--- src/rtl/dispatch_fifo_if.sv ---
// Handshake bundle for dispatch_fifo: producer push side, consumer pop side, flush and occupancy.
// master = the environment driving micro-ops in and draining them; slave = the FIFO itself.
interface dispatch_fifo_if #(
    parameter int WIDTH = 74,
    parameter int DEPTH = 4
);
    logic                         flush;
    logic                         in_valid;
    logic [WIDTH-1:0]             in_data;
    logic                         in_ready;
    logic                         out_valid;
    logic [WIDTH-1:0]             out_data;
    logic                         out_ready;
    logic [$clog2(DEPTH+1)-1:0]   count;

    modport master (
        output flush, in_valid, in_data, out_ready,
        input  in_ready, out_valid, out_data, count
    );

    modport slave (
        input  flush, in_valid, in_data, out_ready,
        output in_ready, out_valid, out_data, count
    );
endinterface

--- src/rtl/dispatch_fifo.sv ---
// Micro-op dispatch FIFO: DEPTH-entry circular buffer with synchronous flush.
// Optional empty-FIFO pass-through when DISPATCH_FIFO_BYPASS_EN is defined.
module dispatch_fifo #(
    parameter int WIDTH = 74,
    parameter int DEPTH = 4
) (
    input  logic          clk,
    input  logic          reset,
    dispatch_fifo_if.slave bus
);
    localparam int PTR_W = $clog2(DEPTH);
    localparam int CNT_W = $clog2(DEPTH + 1);
    localparam logic [CNT_W-1:0] FULL_CNT = CNT_W'(DEPTH);

    logic [WIDTH-1:0] mem_q [DEPTH];
    logic [PTR_W-1:0] head_q, head_d;
    logic [PTR_W-1:0] tail_q, tail_d;
    logic [CNT_W-1:0] count_q, count_d;

    logic in_ready_w;
    logic empty_w;
    logic byp_active;
    logic push_wr;
    logic pop_rd;

    assign in_ready_w = (count_q < FULL_CNT);
    assign empty_w    = (count_q == '0);

`ifdef DISPATCH_FIFO_BYPASS_EN
    // Gated by reset so out_valid stays low while the FIFO is held in reset.
    assign byp_active    = reset && !bus.flush && bus.in_valid && empty_w;
    assign bus.out_valid = !empty_w || byp_active;
    assign bus.out_data  = byp_active ? bus.in_data : mem_q[head_q];
`else
    assign byp_active    = 1'b0;
    assign bus.out_valid = !empty_w;
    assign bus.out_data  = mem_q[head_q];
`endif

    assign bus.in_ready = in_ready_w;
    assign bus.count    = count_q;

    // A bypassed micro-op is consumed directly and never written to storage.
    assign pop_rd  = !empty_w && bus.out_ready && !bus.flush;
    assign push_wr = bus.in_valid && in_ready_w && !bus.flush && !(byp_active && bus.out_ready);

    always_comb begin
        head_d  = head_q;
        tail_d  = tail_q;
        count_d = count_q;
        if (bus.flush) begin
            head_d  = '0;
            tail_d  = '0;
            count_d = '0;
        end else begin
            if (pop_rd)  head_d = head_q + 1'b1;
            if (push_wr) tail_d = tail_q + 1'b1;
            if (push_wr && !pop_rd)      count_d = count_q + 1'b1;
            else if (pop_rd && !push_wr) count_d = count_q - 1'b1;
        end
    end

    always_ff @(posedge clk or negedge reset) begin
        if (!reset) begin
            head_q  <= '0;
            tail_q  <= '0;
            count_q <= '0;
            for (int i = 0; i < DEPTH; i++) mem_q[i] <= '0;
        end else begin
            head_q  <= head_d;
            tail_q  <= tail_d;
            count_q <= count_d;
            if (push_wr) mem_q[tail_q] <= bus.in_data;
        end
    end
endmodule
--- src/flat_wrapper.sv ---
// flat-port wrapper written by rule: the top's interface ports become plain ports
module dispatch_fifo_flat 
#(
    parameter int WIDTH = 74,
    parameter int DEPTH = 4
)
  (clk, reset, bus_flush, bus_in_valid, bus_in_data, bus_out_ready, bus_in_ready, bus_out_valid, bus_out_data, bus_count);
  dispatch_fifo_if #(.WIDTH(WIDTH), .DEPTH(DEPTH)) bus_i ();
  input  logic clk;
  input  logic reset;
  input wire logic [$bits(bus_i.flush)-1:0] bus_flush;
  input wire logic [$bits(bus_i.in_valid)-1:0] bus_in_valid;
  input wire logic [$bits(bus_i.in_data)-1:0] bus_in_data;
  input wire logic [$bits(bus_i.out_ready)-1:0] bus_out_ready;
  output wire logic [$bits(bus_i.in_ready)-1:0] bus_in_ready;
  output wire logic [$bits(bus_i.out_valid)-1:0] bus_out_valid;
  output wire logic [$bits(bus_i.out_data)-1:0] bus_out_data;
  output wire logic [$bits(bus_i.count)-1:0] bus_count;
  assign bus_i.flush = bus_flush;
  assign bus_i.in_valid = bus_in_valid;
  assign bus_i.in_data = bus_in_data;
  assign bus_i.out_ready = bus_out_ready;
  assign bus_in_ready = bus_i.in_ready;
  assign bus_out_valid = bus_i.out_valid;
  assign bus_out_data = bus_i.out_data;
  assign bus_count = bus_i.count;
  dispatch_fifo #(.WIDTH(WIDTH), .DEPTH(DEPTH)) u_core (.clk(clk), .reset(reset), .bus(bus_i));
endmodule
--- config.mk ---
export PLATFORM = sky130hd
export DESIGN_NAME = dispatch_fifo_flat
export DESIGN_NICKNAME = d
export VERILOG_FILES = /design/src/rtl/dispatch_fifo_if.sv /design/src/rtl/dispatch_fifo.sv /design/src/flat_wrapper.sv
export SDC_FILE = /design/constraint.sdc
export NUM_CORES = 1
export LEC_CHECK = 0
export CAP_MARGIN = 0
export CORE_MARGIN = 5
export CORE_UTILIZATION = 40
export CTS_CLUSTER_SIZE = 14
export DETAILED_ROUTE_END_ITERATION = 8
export GPL_ROUTABILITY_DRIVEN = 0
export MAX_ROUTING_LAYER = met4
export PLACE_DENSITY = 0.68
export SLEW_MARGIN = 20
export SYNTH_ARGS = -nofsm -noshare
export SYNTH_HDL_FRONTEND = slang
export SYNTH_SLANG_ARGS = --single-unit
--- constraint.sdc ---
create_clock -name clk -period 4.9 [get_ports clk]
set_input_delay 0.98 -clock clk [delete_from_list [all_inputs] [get_ports clk]]
set_output_delay 0.98 -clock clk [all_outputs]
set_load 0.01 [all_outputs]
# [Word-level counts from Yosys, hierarchy flattened]
# Index checks and enable logic that the tools add are counted.
[totals] register_bits=303 in_bits=79 output_inout_bits=79 wordCells=45
[classes] addsub=4 magnitude_cmp=4 mux=13 n_bitwise=2 reduce_logical=15
[op_table] operator="bitwise mux 296 bit" n=1
[op_table] operator="two-way mux 74 bit" n=3
[op_table] operator="binary-select mux 74 bit (select 2 bit)" n=1
[op_table] operator="demux 74 bit (select 2 bit)" n=1
[op_table] operator="two-way mux 3 bit" n=3
[op_table] operator="two-way mux 2 bit" n=4
[op_table] operator="logical AND 1 bit" n=7
[op_table] operator=">= comparator 3 bit (second input constant)" n=2
[op_table] operator="inverter 2 -> 3 bit" n=2
[op_table] operator="adder 2 x 1 -> 2 bit (second input constant)" n=2
[op_table] operator="zero test 1 bit" n=4
[op_table] operator="nonzero test 2 bit" n=2
[op_table] operator="adder 3 x 1 -> 3 bit (second input constant)" n=1
[op_table] operator="zero test 3 bit" n=1
[op_table] operator="less-than comparator 3 x 1 -> 1 bit (second input constant)" n=1
[op_table] operator="less-than comparator 3 bit (second input constant)" n=1
[op_table] operator="nonzero test 3 bit" n=1
[op_table] operator="subtractor 3 x 1 -> 3 bit (second input constant)" n=1

# [Logic depth before layout (Yosys ltp)]
# Gate-level depths: netlist (run 1).
[depth] word_depth=8 depth_mapped=9 depth_no_buf=8

# [Worst setup path before layout (run 1)]
# Ideal clock, no wire load.
[synth_path] path_kind="register to output" from="register u_core.head_q[0]" to="output port bus_out_data[11]" t_arrival_ns=1.557 required_ns=3.920 setup_slack_ns=2.363 path_stages_with_launch=5 path_cell_list="dfrtp_1 > clkbuf_1 > buf_2 > buf_2 > mux4_2"
[synth_via] elab_chain_cells=4
[synth_rtl] element="start, declared" line_no="dispatch_fifo.sv:16" rtl="logic [PTR_W-1:0] head_q, head_d;"
[synth_rtl] element="start signal, assigned" line_no="dispatch_fifo.sv:65" rtl="head_q <= '0;"
[synth_rtl] element="start signal, assigned" line_no="dispatch_fifo.sv:70" rtl="head_q <= head_d;"
[synth_rtl] element="inverter 2 -> 3 bit (implied by the code)" line_no="dispatch_fifo.sv:37" rtl="assign bus.out_data = mem_q[head_q];"
[synth_rtl] element="binary-select mux 74 bit (select 2 bit)" line_no="dispatch_fifo.sv:37"
[synth_rtl] element="two-way mux 74 bit (implied by the code) (2 in a row)" line_no="dispatch_fifo.sv:37"
[synth_rtl] element="end, declared" line_no="flat_wrapper.sv:17" rtl="output wire logic [$bits(bus_i.out_data)-1:0] bus_out_data;"
# No other way between the ends. The select of a mux whose other input is x is not followed.

# [Final worst setup path (run 1)]
[layout_path] from="register u_core.head_q[0]" to="output port bus_out_data[66]"
# The elaborated chain is that of the path after synthesis.

==> impl_summary.txt, run 1 <==
----------------------------------------------------
[Run status]
  Outcome ... finished clean

[Critical path]
  Cell type of the slowest stage on the worst timing path ... dfrtp_4
  Sort of element at the start of the critical path ... flip-flop
  Worst path arrival time ... 2.93 ns
  Critical Path Max Stage Delay ... 0.94 ns
  List of cells traversed by the critical path ... buf_4 > mux4_2 > clkdlybuf4s50_1
  Buf+Inv Stages, Crit Path ... 2
  Capturing point of the worst reg2reg path ... u_core.mem_q[23]$_DFFE_PN0P_
  Critical path destination ... bus_out_data[66]
  Logic depth of the worst register-to-register path ... 5
  CP startpoint ... u_core.head_q[0]$_DFFE_PN0P_
  Levels on crit path ... 3
  Gate family responsible for the most delay along the worst path ... flip-flops
  Endpoint required time on the critical path ... 3.92 ns
  Setup crit end kind ... output pin
  FF-to-FF Start ... u_core.bus.count[2]$_DFFE_PN0P_
  Worst-path maximum fanout ... 37
  Setup slack on the worst flop-to-flop path ... 2.44 ns
  Startpoint-to-endpoint class of the critical path ... reg -> out

[Clocking]
  Clock net sink count ... 303
  H-tree depth reported by CTS ... 2
  Number of clock buffers inserted by TritonCTS ... 35
  CTS tree ... done
  Clock buffer depth ... 3
  Post-CTS clock slew at the launch and capture registers of the worst setup and hold paths ... 0.06 ns
  Clock latency on the worst-skew pair ... 0.51 ns
  Resized Gates After CTS ... 0
  Clock tree root driver cell ... clkbuf_16
  Setup Buffers After CTS ... 0
  Total of hold buffers inserted after clock tree synthesis ... 0

[Route]
  DRC violation count after routing ... 0
  Via density per instance ... 5.09
  Post-Route WL ... 30200 um
  First DRT Iteration DRCs ... 238
  Count of TritonRoute iterations in the first routing pass ... 4
  Count of nets left with antenna violations after detail routing ... 0
  Average wire per cell in the routed design ... 21.2 um
  Vias ... 7243

[Power and ir drop]
  Clock group share of total power ... 0.231
  Part of the total power dissipated in sequential elements ... 0.374
  Pwr per Cell Area ... 676 nW/um^2
  Worst VDD drop ... 0.000351 V
  Net switching share of the total power ... 0.273
  Internal power contribution ... 8.57 mW
  Net switching component of the power ... 3.21 mW
  Share of total power in combinational logic ... 0.395
  Leakage dissipation ... 7.55 nW

[Synth]
  Post-synthesis instance area ... 14500 um^2
  Commonest cells in the synthesized netlist ... dfrtp_1 (303), mux2_4 (240), mux4_2 (74)
  Synth warn ... 0
  Synth async-reset ratio ... 1.00
  Flip-flop cell with the highest count after synthesis ... dfrtp_1
  Post-synthesis cell type with the largest combined area ... dfrtp_1
  Synth top area share ... 0.523
  Area contributors post-synth ... dfrtp_1 (52%), mux2_4 (25%), mux4_2 (11%)
  Number of cells produced by synthesis ... 772
  Post-synth EDFFs ... 0
  Sequential share of the synthesized area ... 0.523
  Number of synthesized register bits ... 303
  Syn_area_per_cell ... 18.8 um^2
  Count of cell types in the netlist ... 31
  Top-count cell post-synth ... dfrtp_1
  Mapped Nets ... 856

[Layout]
  Fillcell total ... 2968
  Final Util ... 0.489
  Share of layout cells above drive strength 1 ... 0.471
  NumNets Final ... 1019
  Area growth from synthesis to layout ... 20.2%

[Floorplanning]
  Number of top-level design ports ... 158
  Vertical die dimension ... 200 um
  Placeable core area ... 35700 um^2
  Initial core utilization ... 0.407
  Width of the die ... 200 um
  Num rows ... 69
  Area of the die ... 40200 um^2

[GRT]
  Total global routing overflow ... 0
  Global-route wire length before repair ... 49100 um
  Number of antenna violations at the first check in global routing ... 2
  Maximum number of pins on one net before global-route repair ... 92
  Overall global routing resource usage ... 0.155
  Vias in the first global route ... 8319

[STA]
  Setup violation total in the final timing report ... 0
  Tcrit/Tclk final ... 0.798
  Relative slew margins ... 0.450
  Setup repair after global routing missed its margin ... no
  Setup skew after layout ... 0.00988 ns
  Pins Over Slew Limit ... 0
  Maximum clock frequency ... 0.256 GHz
  Actual transition at the worst max-transition pin ... 0.826 ns
  Count of endpoints failing hold in the final timing report ... 0
  Setup TNS ... 0 ns
  Min cycle time layout ... 3.91 ns

[Place]
  HPWL after detailed placement ... 18700 um
  Number of buffer cells added on primary ports ... 157

[Job]
  Reported max-cap violation count ... 0

[Worst hold path]
  Class of the tightest hold or removal check ... in -> async

----------------------------------------------------
per-stage QoR:
stage	setup WS (ns)	cells	hold WS (ns)	power [mW]	cell area [um^2]
2_1_floorplan	2.36	772	0.475	7.32	14500
5_1_grt	0.753	1423	0.515	12.4	17400
3_3_place_gp	1.41	1359	0.483	9.05	16200
3_5_place_dp	1.36	1359	0.490	9.13	16200
4_1_cts	0.898	1421	0.499	12.0	17400
6_report	0.989	1423	0.474	11.8	17400
power by group through the flow:
| stage | clock (mW) | combinational [mW] | sequential (mW) |
|---|---|---|---|
| 6_report | 2.72 | 4.66 | 4.41 |
| 3_3_place_gp | 0 | 4.65 | 4.40 |
| 5_1_grt | 2.91 | 4.96 | 4.57 |
| 3_5_place_dp | 0 | 4.72 | 4.41 |
| 4_1_cts | 2.81 | 4.74 | 4.41 |
| 2_1_floorplan | 0 | 3.24 | 4.07 |
final cells by class:
cell class / instances / area [um^2] / share of cell area
inverters: 6 / 22.5 / 0.00129
flip-flops and latches: 303 / 7590 / 0.435
multi-input cells: 412 / 6220 / 0.357
clock buffers: 52 / 1030 / 0.0592
repair buffers: 177 / 1810 / 0.104
diodes: 2 / 5.00 / 0.000287
clock inverters: 10 / 178 / 0.0102
well taps: 461 / 577 / 0.0331
how the worst min path moves through the flow:
| stage | startpoint | to | slack [ns] | depth (start not counted) |
|---|---|---|---|---|
| 2_1_floorplan | u_core.mem_q[77]$_DFFE_PN0P_ | u_core.mem_q[77]$_DFFE_PN0P_ | 0.48 | 1 |
| 3_3_place_gp | u_core.mem_q[85]$_DFFE_PN0P_ | u_core.mem_q[85]$_DFFE_PN0P_ | 0.48 | 1 |
| 3_5_place_dp | u_core.mem_q[287]$_DFFE_PN0P_ | u_core.mem_q[287]$_DFFE_PN0P_ | 0.49 | 1 |
| 4_1_cts | reset | u_core.mem_q[199]$_DFFE_PN0P_ | 0.50 | 1 |
| 5_1_grt | u_core.mem_q[86]$_DFFE_PN0P_ | u_core.mem_q[86]$_DFFE_PN0P_ | 0.51 | 1 |
| 6_report | reset | u_core.mem_q[199]$_DFFE_PN0P_ | 0.47 | 1 |
layout by cell type (no fill, tap or decap), drive strengths merged, types with 2 or more instances in the layout:
| cell | instances |
|---|---|
| nand2 | 2 |
| a21oi | 3 |
| buf | 21 |
| diode | 2 |
| nor2b | 4 |
| xnor2 | 3 |
| nor2 | 7 |
| o21ai | 2 |
| nand3 | 3 |
| bufinv | 5 |
| clkdlybuf4s50 | 156 |
| and2 | 4 |
| dfrtp | 303 |
| mux4 | 74 |
| ha | 4 |
| inv | 6 |
| clkinv | 4 |
| mux2 | 297 |
| clkbuf | 52 |
sequential cells by signal (all words and copies together) (netlist names):
register	cells
u_core.mem_q	296
u_core.bus.count	3
u_core.head_q	2
u_core.tail_q	2
cell families after synthesis:
family	Yosys count	share of synthesized area
mux	372	0.408
flops	303	0.523
buf+inv	57	0.0485
simple gates	21	0.00862
compound gates	10	0.00483
fa+ha+maj	5	0.00483
xor+xnor	4	0.00242
routing by layer:
layer	track usage	routed length, um
met2	0.235	13900
met4	0.0317	490
met3	0.0391	1510
met5	-	0
met1	0.215	14300
(Power assumes the default switching activity.)
==> inputs of run 2 (changes only) <==
--- a/config.mk
+++ b/config.mk
@@ -12,7 +12,7 @@
 export DETAILED_ROUTE_END_ITERATION = 8
 export GPL_ROUTABILITY_DRIVEN = 0
 export MAX_ROUTING_LAYER = met4
-export PLACE_DENSITY = 0.68
+export PLACE_DENSITY = 0.7
 export SLEW_MARGIN = 20
 export SYNTH_ARGS = -nofsm -noshare
 export SYNTH_HDL_FRONTEND = slang
==> constraint.sdc (replaced) <==
create_clock -name clk -period 3.45 [get_ports clk]
set_input_delay 0.69 -clock clk [delete_from_list [all_inputs] [get_ports clk]]
set_output_delay 0.69 -clock clk [all_outputs]
set_load 0.01 [all_outputs]
==> run 2 against run 1 <==
Compared with the run above:
- clock skew is 0.0032 ns higher
- sequential power is 39% higher
- wire length is 2.9% lower
- clock power is 32% higher
- highest routed layer unchanged
- combinational power is 45% higher
- total power is 40% higher
- global-route usage is 0.36 points lower
==> impl_summary.txt, run 2 (synthesis gave the netlist of run 1 again) <==
----------------------------------------------------
[Floorplanning]
  Area of the die ... 40200 um^2 (unchanged)
  Initial core utilization ... 0.407 (unchanged)
  Placeable core area ... 35700 um^2 (unchanged)
  Width of the die ... 200 um (unchanged)
  Num rows ... 69 (unchanged)
  Number of top-level design ports ... 158 (unchanged)
  Vertical die dimension ... 200 um (unchanged)

[Critical path]
  Logic depth of the worst register-to-register path ... 5 (unchanged)
  Setup slack on the worst flop-to-flop path ... 1.42 ns (-1.02 ns)
  Sort of element at the start of the critical path ... flip-flop
  Critical path destination ... bus_out_data[41]
  FF-to-FF Start ... u_core.bus.count[2]$_DFFE_PN0P_
  Worst path arrival time ... 2.54 ns (-0.39 ns)
  Worst-path maximum fanout ... 36 (-2.7%)
  Startpoint-to-endpoint class of the critical path ... reg -> out
  Setup crit end kind ... output pin
  Endpoint required time on the critical path ... 2.76 ns (-1.16 ns)
  CP startpoint ... u_core.head_q[0]$_DFFE_PN0P_
  Capturing point of the worst reg2reg path ... u_core.mem_q[159]$_DFFE_PN0P_

[Power and ir drop]
  Pwr per Cell Area ... 941 nW/um^2 (+39%)
  Clock group share of total power ... 0.218 (-0.013)
  Part of the total power dissipated in sequential elements ... 0.372 (-0.002)
  Share of total power in combinational logic ... 0.410 (+0.015)
  Internal power contribution ... 11.9 mW (+39%)
  Leakage dissipation ... 7.56 nW (+0.16%)
  Net switching component of the power ... 4.52 mW (+41%)
  Net switching share of the total power ... 0.274 (+0.00192)
  Worst VDD drop ... 0.000524 V (+49%)

[GRT]
  Global-route wire length before repair ... 48200 um (-1.8%)
  Vias in the first global route ... 8414 (+1.1%)
  Total global routing overflow ... 0 (unchanged)
  Overall global routing resource usage ... 0.152 (-0.00357)
  Maximum number of pins on one net before global-route repair ... 97 (+5.4%)
  Number of antenna violations at the first check in global routing ... 0 (-2)

[Layout]
  Number of cells in the finished layout apart from fillers ... 1426 (+0.21%)
  Most flop-heavy register ... u_core.mem_q
  Area growth from synthesis to layout ... 20.5%
  Largest register FFs ... 296 (unchanged)
  Post-route cell area ... 17500 um^2 (+0.23%)
  Sequential cell area ... 7590 um^2 (unchanged)
  Fillcell total ... 2952 (-0.54%)
  Footprint of the multi-input gates ... 6220 um^2 (unchanged)
  Share of layout cells above drive strength 1 ... 0.473 (+0.00171)
  Commonest cells after routing, fill and taps aside ... dfrtp_1 (301), mux2_4 (240), clkdlybuf4s50_1 (156), mux4_2 (74), mux2_2 (57)
  NumNets Final ... 1024 (+0.49%)
  Most frequent standard cell in the layout excluding fill and tap cells ... dfrtp_1
  Number of antenna repair diodes ... 0 (-2)

[Clocking]
  Total of hold buffers inserted after clock tree synthesis ... 0 (unchanged)
  Post-CTS clock slew at the launch and capture registers of the worst setup and hold paths ... 0.06 ns (about the same)
  Number of clock buffers inserted by TritonCTS ... 35 (unchanged)
  Resized Gates After CTS ... 0 (unchanged)
  Clock net sink count ... 303 (unchanged)
  Clock tree root driver cell ... clkbuf_16
  CTS tree ... done
  Clock latency on the worst-skew pair ... 0.51 ns (about the same)
  Clock buffer depth ... 3 (unchanged)
  Setup Buffers After CTS ... 0 (unchanged)
  H-tree depth reported by CTS ... 2 (unchanged)

[Worst hold path]
  Class of the tightest hold or removal check ... in -> async

[STA]
  Min cycle time layout ... 3.23 ns
  Setup skew after layout ... 0.0130 ns (+0.00317 ns)
  Count of endpoints failing hold in the final timing report ... 0 (unchanged)
  Setup TNS ... 0 ns (unchanged)
  Relative slew margins ... 0.472 (+0.0226)
  Tcrit/Tclk final ... 0.937
  Setup violation total in the final timing report ... 0 (unchanged)
  Maximum clock frequency ... 0.309 GHz
  Worst hold margin ... 0.214 ns (-0.260 ns)
  Actual transition at the worst max-transition pin ... 0.792 ns (-0.0339 ns)
  Pins Over Slew Limit ... 0 (unchanged)
  Setup repair after global routing missed its margin ... no

[Route]
  Average wire per cell in the routed design ... 20.6 um (-3.1%)
  Vias ... 7322 (+1.1%)
  First DRT Iteration DRCs ... 234 (-1.7%)
  Via density per instance ... 5.13 (+0.88%)
  DRC violation count after routing ... 0 (unchanged)
  Post-Route WL ... 29300 um (-2.9%)
  Count of nets left with antenna violations after detail routing ... 0 (unchanged)
  Count of TritonRoute iterations in the first routing pass ... 6 (+2)

[Place]
  Placed Area ... 16400 um^2 (+0.85%)
  Count of placed standard cells including taps ... 1364 (+0.37%)
  HPWL after detailed placement ... 18200 um (-2.7%)
  Number of buffer cells added on primary ports ... 157 (unchanged)

[Job]
  Reported max-cap violation count ... 0 (unchanged)

[Run status]
  Outcome ... finished clean

----------------------------------------------------
## run 2: cell types whose count changed in the layout (fill, tap and decap cells not counted), sizes merged
| cell | delta |
|---|---|
| buf | +5 |
| bufinv | -4 |
| clkbuf | +2 |
| clkinv | +2 |
| diode | -2 |
## run 2: layer usage
| layer | global-route usage | share of wire |
|---|---|---|
| met5 | - | 0 |
| met4 | 0.0393 | 0.020 |
| met3 | 0.0357 | 0.046 |
| met2 | 0.228 | 0.46 |
| met1 | 0.209 | 0.47 |
## run 2: area by class of cell
cell class              count  share of cell area
well taps                 461              0.0330
flip-flops and latches    303               0.434
repair buffers            182               0.112
multi-input cells         412               0.356
clock inverters             8             0.00387
clock buffers              54              0.0601
inverters                   6             0.00129
## run 2: worst min-delay path by stage
stage,from,end,cells past startpoint
after floorplan,reset,u_core.bus.count[0]$_DFFE_PN0P_,0
after global placement,u_core.mem_q[75]$_DFFE_PN0P_,u_core.mem_q[75]$_DFFE_PN0P_,1
after detailed placement,u_core.mem_q[88]$_DFFE_PN0P_,u_core.mem_q[88]$_DFFE_PN0P_,1
after CTS,reset,u_core.mem_q[270]$_DFFE_PN0P_,1
after global routing,reset,u_core.mem_q[274]$_DFFE_PN0P_,1
final,reset,u_core.mem_q[270]$_DFFE_PN0P_,1
## run 2: power by group through the flow
stage	Sequential (mW)	Combinational [mW]	Clock, mW
floorplan	5.79	4.61	0
finish	6.12	6.74	3.59
global route	6.31	7.19	3.86
global placement	6.08	6.73	0
CTS	6.11	6.87	3.71
detailed placement	6.12	6.84	0
## run 2: through the flow
| step | power, mW | setup slack, ns | utilization |
|---|---|---|---|
| 2_1_floorplan | 10.4 | 1.20 | - |
| 3_3_place_gp | 12.8 | 0.633 | 0.459 |
| 3_5_place_dp | 13.0 | 0.611 | 0.459 |
| 4_1_cts | 16.7 | 0.141 | 0.490 |
| 5_1_grt | 17.4 | 0.0917 | 0.490 |
| 6_report | 16.5 | 0.218 | 0.490 |
## run 2: worst max-delay path: stages, from the launching register on
cell	delay, ns
dfrtp_4	0.58
buf_12	0.34
mux4_2	0.60
clkdlybuf4s50_1	0.51
==> inputs of run 3 (changes only) <==
--- a/config.mk
+++ b/config.mk
@@ -8,6 +8,7 @@
 export CAP_MARGIN = 0
 export CORE_MARGIN = 5
 export CORE_UTILIZATION = 40
+export CTS_CLUSTER_DIAMETER = 50
 export CTS_CLUSTER_SIZE = 14
 export DETAILED_ROUTE_END_ITERATION = 8
 export GPL_ROUTABILITY_DRIVEN = 0
==> run 3 against run 2 <==
Compared with the run above:
- critical path depth is the same
- total power is 1.5% higher
- combinational power about the same
- die area unchanged
- sequential share of layout area fell by 0.22 points
- register-to-register slack about the same
- core utilization grew 0.25 points
- sequential power barely moved
==> impl_summary.txt, run 3 (synthesis gave the netlist of run 1 again) <==
----------------------------------------------------
[STA]
  Maximum clock frequency ... 0.306 GHz (-0.95%)
  Pins Over Slew Limit ... 0 (unchanged)
  Relative slew margins ... 0.473 (+0.000937)
  Setup skew after layout ... 0.0110 ns (-0.00204 ns)
  Setup violation total in the final timing report ... 0 (unchanged)
  Actual transition at the worst max-transition pin ... 0.790 ns (-0.00140 ns)
  Min cycle time layout ... 3.26 ns (+0.0311 ns)
  Setup TNS ... 0 ns (unchanged)
  Count of endpoints failing hold in the final timing report ... 0 (unchanged)
  Worst hold margin ... 0.185 ns (-0.0297 ns)
  Setup repair after global routing missed its margin ... no
  Tcrit/Tclk final ... 0.946 (+0.00902)

[Clocking]
  Number of clock buffers inserted by TritonCTS ... 36 (+2.9%)
  Post-CTS clock slew at the launch and capture registers of the worst setup and hold paths ... 0.06 ns (about the same)
  CTS tree ... done
  Clock tree root driver cell ... clkbuf_16
  Setup Buffers After CTS ... 0 (unchanged)
  Clock latency on the worst-skew pair ... 0.53 ns (+0.02 ns)
  Resized Gates After CTS ... 0 (unchanged)
  H-tree depth reported by CTS ... 2 (unchanged)
  Clock net sink count ... 303 (unchanged)
  Total of hold buffers inserted after clock tree synthesis ... 0 (unchanged)
  Clock buffer depth ... 3 (unchanged)

[Layout]
  Number of cells in the finished layout apart from fillers ... 1426 (unchanged)
  NumNets Final ... 1025 (+0.098%)
  Largest register FFs ... 296 (unchanged)
  Most frequent standard cell in the layout excluding fill and tap cells ... dfrtp_1
  Area growth from synthesis to layout ... 21.1%
  Most flop-heavy register ... u_core.mem_q
  Post-route cell area ... 17600 um^2 (+0.51%)
  Commonest cells after routing, fill and taps aside ... dfrtp_1 (301), mux2_4 (240), clkdlybuf4s50_1 (156), mux4_2 (74), mux2_2 (57)
  Share of layout cells above drive strength 1 ... 0.482 (+0.00983)

[Floorplanning]
  Number of top-level design ports ... 158 (unchanged)
  Width of the die ... 200 um (unchanged)
  Initial core utilization ... 0.407 (unchanged)
  Num rows ... 69 (unchanged)
  Placeable core area ... 35700 um^2 (unchanged)
  Area of the die ... 40200 um^2 (unchanged)
  Vertical die dimension ... 200 um (unchanged)

[Power and ir drop]
  Share of total power in combinational logic ... 0.404 (-0.006)
  Internal power contribution ... 12.0 mW (+0.92%)
  Pwr per Cell Area ... 950 nW/um^2 (+0.95%)
  Part of the total power dissipated in sequential elements ... 0.367 (-0.005)
  Worst VDD drop ... 0.000538 V (+2.7%)
  Net switching share of the total power ... 0.278 (+0.00388)
  Clock group share of total power ... 0.229 (+0.011)
  Net switching component of the power ... 4.65 mW (+2.9%)
  Leakage dissipation ... 7.59 nW (+0.38%)

[GRT]
  Overall global routing resource usage ... 0.152 (+0.000882)
  Total global routing overflow ... 0 (unchanged)
  Vias in the first global route ... 8402 (-0.14%)
  Number of antenna violations at the first check in global routing ... 0 (unchanged)
  Maximum number of pins on one net before global-route repair ... 97 (unchanged)
  Global-route wire length before repair ... 48100 um (-0.30%)

[Critical path]
  Sort of element at the start of the critical path ... flip-flop
  Worst path arrival time ... 2.57 ns (+0.03 ns)
  Endpoint required time on the critical path ... 2.76 ns (about the same)
  Worst-path maximum fanout ... 36 (unchanged)
  Setup crit end kind ... output pin
  List of cells traversed by the critical path ... buf_12 > mux4_2 > clkdlybuf4s50_1
  Critical Path Max Stage Delay ... 0.61 ns (about the same)
  Startpoint-to-endpoint class of the critical path ... reg -> out
  Cell type of the slowest stage on the worst timing path ... mux4_2

[Route]
  DRC violation count after routing ... 0 (unchanged)
  Via density per instance ... 5.11 (-0.44%)
  Vias ... 7290 (-0.44%)
  Post-Route WL ... 29400 um (+0.17%)
  First DRT Iteration DRCs ... 236 (+0.85%)
  Average wire per cell in the routed design ... 20.6 um (+0.17%)
  Count of nets left with antenna violations after detail routing ... 0 (unchanged)
  Count of TritonRoute iterations in the first routing pass ... 4 (-2)

[Place]
  Count of placed standard cells including taps ... 1364 (unchanged)
  Placed Area ... 16400 um^2 (unchanged)
  Number of buffer cells added on primary ports ... 157 (unchanged)
  HPWL after detailed placement ... 18200 um (unchanged)

[Run status]
  Outcome ... finished clean

[Worst hold path]
  Class of the tightest hold or removal check ... in -> async

[Job]
  Reported max-cap violation count ... 0 (unchanged)

----------------------------------------------------
run 3: cell count changes in the layout (fill, tap and decap cells not counted), sizes merged:
cell	change
clkbuf	-13
clkinvlp	+3
inv	+5
clkinv	+2
diode	+1
bufinv	+2
run 3: power groups by stage:
stage               clock network (mW)  logic (mW)  registers, mW
floorplan                            0        4.61           5.79
global placement                     0        6.73           6.08
detailed placement                   0        6.84           6.12
CTS                               3.93        6.87           6.12
global route                      4.09        7.19           6.32
finish                            3.83        6.75           6.12
run 3: routing by layer:
metal	GRT usage	routed length (um)	vias to the layer above
li1	-	-	3194
met1	0.206	13800	3908
met2	0.230	13600	143
met3	0.0346	1330	45
met4	0.0509	648	0
met5	-	0	-
run 3: final timing paths:
kind	startpoint	to	slack, ns	depth (start not counted)
setup / recovery	u_core.head_q[0]$_DFFE_PN0P_	bus_out_data[41]	0.19	3
hold / removal	reset	u_core.mem_q[48]$_DFFE_PN0P_	0.18	1
setup reg to reg	u_core.bus.count[2]$_DFFE_PN0P_	u_core.mem_q[27]$_DFFE_PN0P_	1.43	5
hold reg to reg	u_core.mem_q[221]$_DFFE_PN0P_	u_core.mem_q[221]$_DFFE_PN0P_	0.50	1
max in group asynchronous	reset	u_core.mem_q[27]$_DFFE_PN0P_	2.47	2
min in group clk	u_core.mem_q[221]$_DFFE_PN0P_	u_core.mem_q[221]$_DFFE_PN0P_	0.50	1
run 3: worst max-delay path: cells and delay by family (launching register included):
family | cells | cell delay, ns
mux | 1 | 0.61
flops | 1 | 0.58
buf+inv | 2 | 0.85
run 3: layout make-up:
type                    instances  area (um^2)
diodes                          1         2.50
clock buffers                  41          971
clock inverters                20          233
fillers                      2934        18100
inverters                       6         22.5
multi-input cells             412         6220
flip-flops and latches        303         7590
well taps                     461          577
repair buffers                182         1950
run 3: per-stage QoR:
step                      setup slack [ns]  power (mW)  utilization
after floorplan                       1.20        10.4            -
after global placement               0.633        12.8        0.459
after detailed placement             0.611        13.0        0.459
after CTS                            0.112        16.9        0.493
after global routing                0.0494        17.6        0.493
final                                0.187        16.7        0.493
